<file path="src/rtl/pipeline_hazard_ctrl.sv">
// Hazard/stall scheduler for the 5-stage pipeline: load-use bubbles, redirect flushes, mul/div sequencing.
// Optional perf counters (stall_cnt, flush_cnt) are built when HAZARD_PERF_CNT_EN is defined.
`ifndef REGSRC_MEM
`define REGSRC_MEM 2'b01
`endif

module pipeline_hazard_ctrl #(
    parameter int MD_LATENCY = 8,
    parameter int CNT_W      = 32
) (
    input  logic       clk,
    input  logic       rstn,
    input  logic [4:0] ID_rs,
    input  logic [4:0] ID_rt,
    input  logic       ID_UseRs,
    input  logic       ID_UseRt,
    input  logic       EX_RegWrite,
    input  logic [1:0] EX_RegSrc,
    input  logic [4:0] EX_WriteReg,
    input  logic       MEM_RegWrite,
    input  logic [1:0] MEM_RegSrc,
    input  logic [4:0] MEM_WriteReg,
    input  logic       EX_Redirect,
    input  logic       EX_MulDiv,
    output logic       PC_Write,
    output logic       IFID_Write,
    output logic       IFID_Flush,
    output logic       IDEX_Write,
    output logic       IDEX_Flush,
    output logic       EXMEM_Flush,
    output logic       MD_Start,
    output logic       MD_Busy
`ifdef HAZARD_PERF_CNT_EN
    ,
    output logic [CNT_W-1:0] stall_cnt,
    output logic [CNT_W-1:0] flush_cnt
`endif
);

    typedef enum logic {IDLE = 1'b0, BUSY = 1'b1} state_t;

    localparam logic [7:0] MD_RELOAD = 8'(MD_LATENCY - 2);

    state_t     r_state, w_state_nxt;
    logic [7:0] r_cnt, w_cnt_nxt;
    logic       w_lu, w_md_stall;

    // Load data is forwardable only from WB, so a load in EX or MEM feeding ID must wait.
    function automatic logic f_load_use(
        input logic       regwrite,
        input logic [1:0] regsrc,
        input logic [4:0] wreg,
        input logic [4:0] rs,
        input logic [4:0] rt,
        input logic       use_rs,
        input logic       use_rt
    );
        return regwrite && (regsrc == `REGSRC_MEM) && (wreg != 5'd0) &&
               ((use_rs && (rs == wreg)) || (use_rt && (rt == wreg)));
    endfunction

    assign w_lu = f_load_use(EX_RegWrite, EX_RegSrc, EX_WriteReg, ID_rs, ID_rt, ID_UseRs, ID_UseRt)
                | f_load_use(MEM_RegWrite, MEM_RegSrc, MEM_WriteReg, ID_rs, ID_rt, ID_UseRs, ID_UseRt);

    assign w_md_stall = ((r_state == IDLE) && EX_MulDiv) || ((r_state == BUSY) && (r_cnt != 8'd0));

    always_ff @(posedge clk or negedge rstn) begin
        if (!rstn) begin
            r_state <= IDLE;
            r_cnt   <= 8'd0;
        end else begin
            r_state <= w_state_nxt;
            r_cnt   <= w_cnt_nxt;
        end
    end

    always_comb begin
        w_state_nxt = r_state;
        w_cnt_nxt   = r_cnt;
        PC_Write    = 1'b1;
        IFID_Write  = 1'b1;
        IFID_Flush  = 1'b0;
        IDEX_Write  = 1'b1;
        IDEX_Flush  = 1'b0;
        EXMEM_Flush = 1'b0;
        MD_Start    = 1'b0;

        case (r_state)
            IDLE: begin
                if (EX_MulDiv) begin
                    MD_Start    = 1'b1;
                    w_state_nxt = BUSY;
                    w_cnt_nxt   = MD_RELOAD;
                end
            end
            BUSY: begin
                if (r_cnt != 8'd0) w_cnt_nxt = r_cnt - 8'd1;
                else               w_state_nxt = IDLE;
            end
            default: w_state_nxt = IDLE;
        endcase

        if (w_md_stall) begin
            PC_Write    = 1'b0;
            IFID_Write  = 1'b0;
            IDEX_Write  = 1'b0;
            EXMEM_Flush = 1'b1;
        end else if (EX_Redirect) begin
            IFID_Flush  = 1'b1;
            IDEX_Flush  = 1'b1;
        end else if (w_lu) begin
            PC_Write    = 1'b0;
            IFID_Write  = 1'b0;
            IDEX_Flush  = 1'b1;
        end

        // Strobes must read as idle while reset is held, whatever the inputs are doing.
        if (!rstn) begin
            PC_Write    = 1'b1;
            IFID_Write  = 1'b1;
            IFID_Flush  = 1'b0;
            IDEX_Write  = 1'b1;
            IDEX_Flush  = 1'b0;
            EXMEM_Flush = 1'b0;
            MD_Start    = 1'b0;
        end
    end

    assign MD_Busy = (r_state == BUSY);

`ifdef HAZARD_PERF_CNT_EN
    logic [CNT_W-1:0] r_stall_cnt, r_flush_cnt;

    always_ff @(posedge clk or negedge rstn) begin
        if (!rstn) begin
            r_stall_cnt <= '0;
            r_flush_cnt <= '0;
        end else begin
            if (!PC_Write && (r_stall_cnt != '1)) r_stall_cnt <= r_stall_cnt + 1'b1;
            if (IFID_Flush && (r_flush_cnt != '1)) r_flush_cnt <= r_flush_cnt + 1'b1;
        end
    end

    assign stall_cnt = r_stall_cnt;
    assign flush_cnt = r_flush_cnt;
`endif

endmodule
</file>
<file path="config.mk">
export PLATFORM = sky130hd
export DESIGN_NAME = pipeline_hazard_ctrl
export DESIGN_NICKNAME = d
export VERILOG_FILES = /design/src/rtl/pipeline_hazard_ctrl.sv
export SDC_FILE = /design/constraint.sdc
export NUM_CORES = 1
export LEC_CHECK = 0
export CORE_ASPECT_RATIO = 1.4
export CORE_UTILIZATION = 35
export DETAILED_ROUTE_END_ITERATION = 8
export PLACE_DENSITY_LB_ADDON = 0.25
export SLEW_MARGIN = 20
export SYNTH_ARGS = -nofsm -noshare
export SYNTH_HDL_FRONTEND = slang
export SYNTH_SLANG_ARGS = --single-unit
</file>
<file path="constraint.sdc">
create_clock -name clk -period 1.9 [get_ports clk]
set_input_delay 0.285 -clock clk [delete_from_list [all_inputs] [get_ports clk]]
set_output_delay 0.285 -clock clk [all_outputs]
set_load 0.02 [all_outputs]
</file>
### Yosys cells after proc, flatten, opt, wreduce, memory -nomap -nowiden

Cells that the tools add are included.

| storage, ports and cells | value |
|---|---|
| bits in registers | 9 |
| input port bits | 32 |
| output and inout bits | 8 |
| logic and storage cells | 55 |

| operators by class | value |
|---|---|
| add/sub/neg operators | 1 |
| equality and inequality tests | 8 |
| muxes and demuxes | 23 |
| bitwise gates (word level) | 2 |
| reductions and logical operators | 19 |

Operator list:

| kind | count |
|---|---|
| $eq 5x5->1 | 4 |
| $mux 1 | 19 |
| $mux 8 | 2 |
| $pmux 8 s2 | 1 |
| $logic_and 1x1->1 | 12 |
| $reduce_bool 5->1 | 2 |
| $reduce_bool 8->1 | 1 |
| $sub 8x1->8 const B | 1 |
| $eq 2x1->1 const B | 2 |
| $logic_or 1x1->1 | 3 |
| $ne 2x1->1 const B | 1 |
| $ne 2x2->1 const B | 1 |
| $pmux 1 s2 | 1 |
| $reduce_and 2->1 | 1 |
| $not 1->1 | 1 |
| $or 1x1->1 | 1 |

### Logic depth before layout (Yosys ltp)

Gate-level depths: netlist of the first run.

| logic depth | value |
|---|---|
| word-level depth | 9 |
| gate-level depth with buffers | 9 |
| gate-level depth less buffers | 8 |

### Least setup slack after synthesis of the first run

No wires, ideal clock.

| path | value |
|---|---|
| kind | reg-to-output |
| from | reg r_cnt[4] |
| to | out PC_Write |
| data arrival time | 2015 ps |
| data required time | 1615 ps |
| path slack | -400 ps |
| cell stages (with the launch flop) | 8 |
| path buffers | 1 |
| cells stage by stage | dfrtp_1 > or4_4 > o31a_1 > nor2_4 > inv_2 > nand2_4 > o31a_1 > buf_4 |

| between the ends | value |
|---|---|
| longest elaborated chain between the ends | 5 |

Ends and longest elaborated chain:

| what | RTL line | RTL |
|---|---|---|
| start, declared | 45 | `logic [7:0] r_cnt, w_cnt_nxt;` |
| start signal, assigned | 73 | `r_cnt <= w_cnt_nxt;` |
| $reduce_bool 8->1 | 65 | `assign w_md_stall = ((r_state == IDLE) && EX_MulDiv) \|\| ((r_state == BUSY) && (r_cnt != 8'd0));` |
| $logic_and 1x1->1 | 65 |  |
| $logic_or 1x1->1 | 65 |  |
| $mux 1 (2 in series) | n/a |  |
| end, declared | 25 | `output logic PC_Write,` |

No other way between the ends.

### Worst setup path in the final report of the first run

| path | value |
|---|---|
| from | reg r_cnt[6] |
| to | out IFID_Write |

| between the ends | value |
|---|---|
| longest elaborated chain between the ends | 5 |

Ends and longest elaborated chain:

| what | RTL line | RTL |
|---|---|---|
| $reduce_bool 8->1 | 65 |  |
| $logic_and 1x1->1 | 65 |  |
| $logic_or 1x1->1 | 65 |  |
| $mux 1 | 103 | `if (w_md_stall) begin` |
| $mux 1 | 118 | `if (!rstn) begin` |
| end, declared | 26 | `output logic IFID_Write,` |

No other way between the ends.

==> flow_metrics.py, run 1 <==
metrics = {
    "global_routing": {
        "grt.overflow.total": 0,
        "grt_max_degree": 8,
        "grt_pass1_wl_um": 3860,
        "grt_pass1_vias": 903,
        "antenna_found_initial": 0,
        "grt_use_total_pct": 21.3,
    },
    "clock_tree": {
        "clk_pin_slew_ps": 60,
        "cts_tree": "yes",
        "cts-root-buf": "clkbuf_4",
        "h-tree-depth": 1,
        "cts_buffer_depth": 2,
        "cts_buffers": 3,
        "insertion_delay_ps": 270,
        "postCtsHoldBufs": 0,
        "clock_sinks": 9,
    },
    "timing": {
        "post-route-min-period_ps": 2330,
        "grt_setup_unrepaired": "true",
        "fmaxAchievable_ghz": 0.430,
        "timing.slew.headroom_pct": 77.1,
        "drv_slew": 0,
        "tightest_slew_ps": 341,
        "finalCritPeriodShare_pct": 122,
        "finalSetupViolCount": 6,
        "finalHoldViolCount": 0,
        "skew_ps": 5.85,
        "setup_slack_ps": -426,
    },
    "routing": {
        "wl_per_cell_um": 13.7,
        "drtAntennaViolNets": 0,
        "vias": 924,
        "drt_iter0_markers": 12,
        "drc": 0,
        "wl_um": 2460,
        "drtPass1Iterations": 4,
        "viasPerCell": 5.13,
    },
    "pwr": {
        "ir_drop_mv": 0.683,
        "powerDensity_nw_per_um2": 1120,
        "leakage_uw": 0.000593,
    },
    "worst_setup_path": {
        "slowest_stage": "or4_4",
        "slowest_delay_ps": 540,
        "cp_common_cell": "o31a_1",
        "crit_chain": "or4_4 > o31a_1 > nor2_4 > inv_4 > nand2_4 > o31a_1 > buf_4",
        "cp-start-kind": "flip-flop",
        "critPathRequiredTime_ps": 1620,
        "worst-endpoint-arrival_ps": 2040,
        "r2r_slack_ps": 80,
        "crit_buf_inv": 2,
        "rr_endpoint": "r_cnt[5]$_DFFE_PN0P_",
        "worstReg2RegStart": "r_cnt[6]$_DFFE_PN0P_",
        "worstSetupEndpointType": "output pin",
        "crit_family": "simple AND/OR/NAND/NOR gates",
        "ff2ff_path_depth": 6,
        "critPathKind": "reg2out",
        "cp_max_fo": 4,
    },
    "place": {
        "dp_hpwl_um": 2040,
        "port_buffers": 39,
        "gp_congestion": 0.917,
        "place_ws_ps": -680,
        "place.detailed.instances": 174,
    },
    "logic_synthesis": {
        "synth_cells": 94,
        "synth-seq-cells": 9,
        "ys_async_sr_fraction_pct": 100,
        "yosysMostFrequentCell": "xnor2_1",
        "synth_edf_count": 0,
        "yosys_warnings": 0,
        "synthTopCellsByArea": "dfrtp_1 (28%), xnor2_1 (24%), nand2_1 (5.2%)",
        "synth_area_um2": 798,
        "synthFlopType": "dfrtp_1",
        "synth.largest_area_cell": "dfrtp_1",
        "synth_area_per_cell_um2": 8.49,
        "yosysTopAreaCellShare_pct": 28.2,
        "ys_top_cells_by_count": "xnor2_1 (22), nand2_1 (11), dfrtp_1 (9)",
        "syn_nets": 128,
        "synthDistinctLibCells": 30,
        "yosysSeqAreaShare_pct": 28.2,
    },
    "finish": {
        "layout.nets": 193,
        "multiInputGateArea_um2": 546,
        "stdcell_count": 180,
        "drive_gt1_share_pct": 24.1,
        "syn_to_final_growth_pct": 74.6,
        "regArea_um2": 225,
        "postLayoutCoreUtil_pct": 64.8,
        "nFillCells": 194,
        "diodes": 0,
    },
    "floorplan": {
        "io_pins": 40,
        "fp.dieW_um": 42.4,
        "core-area_um2": 2150,
        "initial_core_util_pct": 37.1,
        "core.rowCount": 20,
        "dieHeight_um": 58.5,
        "die-area_um2": 2480,
    },
    "outcome": {
        "outcome": "finished, violations left",
        "violations": "negative setup slack",
    },
    "worst_hold_path": {
        "min_path_type": "in2async",
    },
    "job": {
        "cap_violations": 0,
    },
}
## worst reg2reg max path, cell delays in order (launching register included)
cell	delay, ps
dfrtp_1	390
or4_4	540
buf_4	170
o2111a_1	300
nand2_1	100
xor2_1	170
nor2_1	60
## flip-flops by register name, indices dropped and copies added (netlist names)
register,cells
r_cnt,8
MD_Busy,1
## repair_timing
item | in CTS | in global routing
resized for setup | 32 | 2
pin swaps | 2 | 1
endpoints found under the setup margin | 7 | 7
buffers inserted | 1 | 1
## where the power goes
group | switching (uW) | internal (uW) | total [uW] | leakage [uW]
logic | 484 | 578 | 1060 | 0.000468
clock network | 70.4 | 81.2 | 152 | 0.0000150
registers | 59.6 | 284 | 343 | 0.000110
total | 614 | 943 | 1560 | 0.000593
## cell families after synthesis
group / after synthesis / synth area share, %
mux: 1 / 1.25
flops: 9 / 28.2
compound gates: 16 / 15.0
fa+ha+maj: 2 / 3.13
buf+inv: 8 / 4.23
simple gates: 35 / 22.9
xor+xnor: 23 / 25.2
## layer usage
metal,GRT usage (%),vias to the layer above,share of wire (%)
li1,-,454,-
met1,19.9,425,35
met2,39.6,33,55
met3,2.76,12,4.8
met4,18.8,0,5.8
met5,0,-,0
## layout by cell type (no fill, tap or decap), types with 2 or more instances in the layout
cell type	Yosys	final
clkdlybuf4s50_1	0	32
nor3_1	3	3
o31a_1	2	2
dfrtp_1	9	9
ha_1	2	2
nand2_1	11	11
nand4_1	4	4
buf_4	1	26
nand2b_1	3	3
inv_1	5	5
nor2_1	8	8
xnor2_1	22	22
a22oi_1	2	2
clkbuf_4	0	3
o22ai_1	2	2
a21oi_1	2	2
a211oi_1	2	2
## metrics by stage
stage	hold WS, ps	power (uW)	instance area, um^2	setup TNS, ps
finish	357	1560	1390	-2340
global route	372	1670	1390	-2830
CTS	349	1530	1380	-2590
detailed placement	545	1360	1360	-3460
global placement	547	1320	1360	-3350
floorplan	-10.6	837	802	-837
## cell type report
class	instances	area share, %
tap	22	1.97
timing repair buffer	61	38.8
multi-input combinational	77	39.1
sequential	9	16.2
inverter	7	2.06
clock buffer	4	1.89
## how the worst max path moves through the flow
stage / from / to / slack (ps) / depth (start not counted)
detailed placement: MEM_WriteReg[4] / IDEX_Flush / -680 / 7
global placement: MEM_WriteReg[4] / IDEX_Flush / -650 / 7
floorplan: r_cnt[6]$_DFFE_PN0P_ / PC_Write / -310 / 7
finish: r_cnt[6]$_DFFE_PN0P_ / IFID_Write / -430 / 7
global route: r_cnt[6]$_DFFE_PN0P_ / PC_Write / -510 / 7
CTS: r_cnt[6]$_DFFE_PN0P_ / IFID_Write / -470 / 7
Power figures use the tool's default switching activity.
==> inputs of run 2 (changes only) <==
--- a/config.mk
+++ b/config.mk
@@ -6,7 +6,8 @@
 export NUM_CORES = 1
 export LEC_CHECK = 0
 export CORE_ASPECT_RATIO = 1.4
-export CORE_UTILIZATION = 35
+export CORE_MARGIN = 4
+export CORE_UTILIZATION = 30
 export DETAILED_ROUTE_END_ITERATION = 8
 export PLACE_DENSITY_LB_ADDON = 0.25
 export SLEW_MARGIN = 20
==> flow_metrics.py, run 2 (synthesized netlist as in run 1, its figures left out) <==
metrics = {
    "worst_setup_path": {
        "crit_chain": "or4_4 > o31a_1 > nor2_4 > inv_2 > nand2_4 > o31a_1 > buf_4",
        "cp_max_fo": 4,
        "cp-start-kind": "flip-flop",
        "critPathRequiredTime_ps": 1620,
        "ff2ff_path_depth": 9,
        "worst-endpoint-arrival_ps": 2060,
        "worstSetupEndpointType": "output pin",
        "slowest_stage": "or4_4",
        "cp_common_cell": "o31a_1",
        "slowest_delay_ps": 540,
        "critPathKind": "reg2out",
    },
    "floorplan": {
        "initial_core_util_pct": 32.3,
        "dieHeight_um": 69.0,
        "io_pins": 40,
        "core-area_um2": 2470,
        "fp.dieW_um": 51.6,
        "die-area_um2": 3560,
        "core.rowCount": 21,
    },
    "routing": {
        "drc": 0,
        "viasPerCell": 4.71,
        "wl_per_cell_um": 13.7,
        "wl_um": 2690,
        "drtAntennaViolNets": 0,
        "vias": 923,
        "drt_iter0_markers": 10,
        "drtPass1Iterations": 4,
    },
    "place": {
        "port_buffers": 39,
        "place_ws_ps": -652,
        "gp_congestion": 0.736,
        "dp_hpwl_um": 2130,
    },
    "finish": {
        "layout.nets": 197,
        "final_cell_mix": "clkdlybuf4s50_1 (32), buf_4 (27), xnor2_1 (22)",
        "postLayoutCoreUtil_pct": 59.0,
        "syn_to_final_growth_pct": 82.6,
        "largest_reg_flops": 8,
        "top_register": "r_cnt",
        "final_common_cell": "clkdlybuf4s50_1",
        "diodes": 0,
        "drive_gt1_share_pct": 26.5,
    },
    "timing": {
        "skew_ps": 2.05,
        "finalSetupViolCount": 6,
        "tightest_slew_ps": 334,
        "finalCritPeriodShare_pct": 123,
        "finalHoldViolCount": 0,
        "drv_slew": 0,
        "timing.slew.headroom_pct": 77.7,
        "grt_setup_unrepaired": "true",
        "setup_slack_ps": -442,
        "setup_tns_ps": -2400,
        "post-route-min-period_ps": 2340,
        "fmaxAchievable_ghz": 0.427,
    },
    "clock_tree": {
        "cts_tree": "yes",
        "insertion_delay_ps": 280,
        "cts-root-buf": "clkbuf_4",
        "clk_pin_slew_ps": 70,
        "h-tree-depth": 1,
        "clock_sinks": 9,
        "cts_buffer_depth": 2,
        "cts_buffers": 3,
    },
    "pwr": {
        "leakage_uw": 0.000633,
        "clock_power_share_pct": 9.5,
        "p_sw_uw": 644,
        "powerDensity_nw_per_um2": 1150,
        "p_total_uw": 1680,
        "internal-power_uw": 1040,
        "seqPwrFrac_pct": 20.1,
        "ir_drop_mv": 0.791,
        "comb_power_share_pct": 70.4,
        "swShare_pct": 38.3,
    },
    "outcome": {
        "outcome": "finished, violations left",
        "violations": "negative setup slack",
    },
    "global_routing": {
        "antenna_found_initial": 0,
        "grt_pass1_wl_um": 4420,
        "grt.overflow.total": 0,
        "grt_max_degree": 10,
        "grt_pass1_vias": 1023,
        "grt_use_total_pct": 15.7,
    },
    "worst_hold_path": {
        "min_path_type": "in2async",
    },
    "job": {
        "cap_violations": 0,
    },
}
run 2: what timing repair did:
action | CTS | global route
hold buffers | 0 | 0
pin swaps | 1 | 0
resized for setup | 32 | 6
endpoints found under the setup margin | 6 | 9
cloned | 0 | 0
buffers inserted | 11 | 4
run 2: power groups by stage:
| stage | logic (uW) | registers [uW] | clock network [uW] |
|---|---|---|---|
| 6_report | 1190 | 338 | 160 |
| 5_1_grt | 1280 | 347 | 169 |
| 4_1_cts | 1200 | 336 | 164 |
| 3_5_place_dp | 1020 | 340 | 0 |
| 3_3_place_gp | 987 | 338 | 0 |
| 2_1_floorplan | 469 | 368 | 0 |
run 2: metrics by stage:
stage / instances / cell area (um^2) / hold WS (ps)
after floorplan: 94 / 802 / -10.6
after global placement: 185 / 1370 / 534
after detailed placement: 185 / 1370 / 549
after CTS: 200 / 1470 / 346
after global routing: 196 / 1460 / 373
final: 196 / 1460 / 353
run 2: layer usage:
layer  wire length [um]  vias up  global-route usage, %
met2               1430       32                   29.3
li1                   -      461                      -
met5                  0        -                      0
met3                197        6                   3.02
met1                999      424                   15.6
met4                 66        0                   7.87
run 2: final cells by class:
class | instances | area [um^2]
Fill cell | 237 | 1010
Timing Repair Buffer | 65 | 592
Multi-Input combinational cell | 77 | 544
Sequential cell | 9 | 225
Tap cell | 34 | 42.5
Inverter | 7 | 26.3
Clock buffer | 3 | 22.5
Clock inverter | 1 | 5.00
run 2: worst max-delay path: cells and delay by family (launching register included):
family / cells / cell delay (ps)
compound gates: 2 / 450
buf+inv: 2 / 230
flops: 1 / 390
simple gates: 3 / 720
run 2: final timing paths:
path,to,from,slack (ps)
max,PC_Write,r_cnt[6]$_DFFE_PN0P_,-440
min,r_cnt[2]$_DFFE_PN0P_,rstn,350
max reg2reg,r_cnt[0]$_DFFE_PN0P_,r_cnt[6]$_DFFE_PN0P_,20
min reg2reg,r_cnt[0]$_DFFE_PN0P_,r_cnt[0]$_DFFE_PN0P_,560
max in group asynchronous,r_cnt[1]$_DFFE_PN0P_,rstn,1410
min in group clk,r_cnt[0]$_DFFE_PN0P_,r_cnt[0]$_DFFE_PN0P_,560
==> inputs of run 3 (changes only) <==
--- a/config.mk
+++ b/config.mk
@@ -5,9 +5,11 @@
 export SDC_FILE = /design/constraint.sdc
 export NUM_CORES = 1
 export LEC_CHECK = 0
+export CELL_PAD_IN_SITES_DETAIL_PLACEMENT = 0
+export CELL_PAD_IN_SITES_GLOBAL_PLACEMENT = 1
 export CORE_ASPECT_RATIO = 1.4
 export CORE_MARGIN = 4
-export CORE_UTILIZATION = 30
+export CORE_UTILIZATION = 25
 export DETAILED_ROUTE_END_ITERATION = 8
 export PLACE_DENSITY_LB_ADDON = 0.25
 export SLEW_MARGIN = 20
==> flow_metrics.py, run 3 (synthesized netlist as in run 1, its figures left out) <==
metrics = {
    "clock_tree": {
        "insertion_delay_ps": 230,
        "postCtsHoldBufs": 0,
        "cts_tree": "yes",
        "clk_pin_slew_ps": 50,
        "h-tree-depth": 1,
        "cts-root-buf": "clkbuf_8",
        "cts_buffer_depth": 2,
        "clock_sinks": 9,
        "cts_buffers": 3,
    },
    "timing": {
        "skew_ps": 1.05,
        "tightest_slew_ps": 323,
        "post-route-min-period_ps": 2260,
        "finalHoldWorstSlack_ps": 367,
        "timing.slew.headroom_pct": 78.3,
        "finalHoldViolCount": 0,
        "drv_slew": 0,
        "setup_slack_ps": -365,
        "finalCritPeriodShare_pct": 119,
        "grt_setup_unrepaired": "true",
        "finalSetupViolCount": 6,
        "fmaxAchievable_ghz": 0.442,
    },
    "routing": {
        "drtPass1Iterations": 4,
        "wl_per_cell_um": 12.7,
        "drc": 0,
        "viasPerCell": 4.53,
        "drtAntennaViolNets": 0,
        "wl_um": 2510,
        "drt_iter0_markers": 20,
        "vias": 896,
    },
    "global_routing": {
        "use_met3_pct": 2.92,
        "grt_use_total_pct": 12.2,
        "grt.overflow.total": 0,
        "grt_most_used_layer": "met2",
        "antenna_found_initial": 0,
        "grt_use_met1_pct": 13.8,
        "grt_use_met2_pct": 21.6,
        "grt_pass1_wl_um": 4040,
        "grt_pass1_vias": 931,
        "grt_max_degree": 9,
    },
    "floorplan": {
        "dieHeight_um": 74.9,
        "die-area_um2": 4170,
        "fp.dieW_um": 55.8,
        "core-area_um2": 3090,
        "core.rowCount": 24,
        "io_pins": 40,
        "initial_core_util_pct": 25.8,
    },
    "finish": {
        "drive_gt1_share_pct": 24.5,
        "nFillCells": 322,
        "diodes": 0,
        "syn_to_final_growth_pct": 80.7,
        "final_common_cell": "clkdlybuf4s50_1",
        "multiInputGateArea_um2": 546,
        "regArea_um2": 225,
        "final_cell_mix": "clkdlybuf4s50_1 (32), buf_4 (26), xnor2_1 (22)",
        "top_register": "r_cnt",
        "layout.nets": 194,
        "largest_reg_flops": 8,
    },
    "worst_hold_path": {
        "min_path_type": "in2async",
    },
    "outcome": {
        "outcome": "finished, violations left",
        "violations": "negative setup slack",
    },
    "worst_setup_path": {
        "worstSetupEndpointType": "output pin",
        "cp-start-kind": "flip-flop",
        "worst-endpoint-arrival_ps": 1980,
        "critPathKind": "reg2out",
        "cp_max_fo": 4,
        "critPathRequiredTime_ps": 1620,
    },
    "place": {
        "gp_congestion": 0.857,
        "port_buffers": 39,
        "dp_hpwl_um": 2060,
    },
    "pwr": {
        "leakage_uw": 0.000607,
        "p_total_uw": 1620,
        "ir_drop_mv": 0.782,
        "powerDensity_nw_per_um2": 1130,
    },
    "job": {
        "cap_violations": 0,
    },
}
run 3: worst paths after layout:
kind	from	slack, ps	cells after the start	to
max in group asynchronous	rstn	1370	2	r_cnt[5]$_DFFE_PN0P_
min reg2reg	r_cnt[7]$_DFFE_PN0P_	540	2	r_cnt[7]$_DFFE_PN0P_
min	rstn	370	2	MD_Busy$_DFF_PN0_
max	r_cnt[6]$_DFFE_PN0P_	-360	7	PC_Write
max reg2reg	r_cnt[6]$_DFFE_PN0P_	140	6	r_cnt[5]$_DFFE_PN0P_
min in group clk	r_cnt[7]$_DFFE_PN0P_	540	2	r_cnt[7]$_DFFE_PN0P_
run 3: area by class of cell:
cell class              count  share of cell area [%]
clock buffers               4                    3.12
inverters                   7                    1.82
multi-input cells          77                    37.8
flip-flops and latches      9                    15.6
well taps                  39                    3.38
repair buffers             62                    38.2
run 3: critical path: stages, from the launching register on:
cell     delay [ps]
dfrtp_1         380
or4_4           540
o31a_1          300
nor2_4          100
inv_2            70
nand2_4          60
o31a_1          150
buf_4           140
run 3: routing by layer:
| layer | share of wire [%] | vias up | routed length [um] |
|---|---|---|---|
| li1 | - | 455 | - |
| met1 | 42 | 405 | 1060 |
| met2 | 50 | 30 | 1260 |
| met3 | 5.3 | 6 | 134 |
| met4 | 2.3 | 0 | 59 |
| met5 | 0 | - | 0 |
run 3: what timing repair did:
| action | in CTS | in global routing |
|---|---|---|
| pin swaps | 2 | 1 |
| endpoints found under the setup margin | 7 | 7 |
| setup buffers | 3 | 1 |
| gates resized for setup | 33 | 1 |
| endpoints found under the hold margin | 0 | 0 |
run 3: power breakdown:
group | leakage, uW | internal, uW | total, uW | switching (uW)
clock | 0.0000228 | 146 | 225 | 78.8
sequential | 0.000110 | 284 | 336 | 51.2
combinational | 0.000474 | 596 | 1060 | 467
total | 0.000607 | 1030 | 1620 | 597
run 3: through the flow:
stage	cells	instance area, um^2	setup WS, ps	setup TNS, ps	utilization (%)
finish	198	1440	-365	-1980	46.6
global route	198	1440	-452	-2540	46.6
CTS	197	1430	-415	-2290	46.2
detailed placement	190	1370	-695	-3580	44.4
global placement	190	1370	-702	-3600	44.4
floorplan	94	802	-313	-837	-
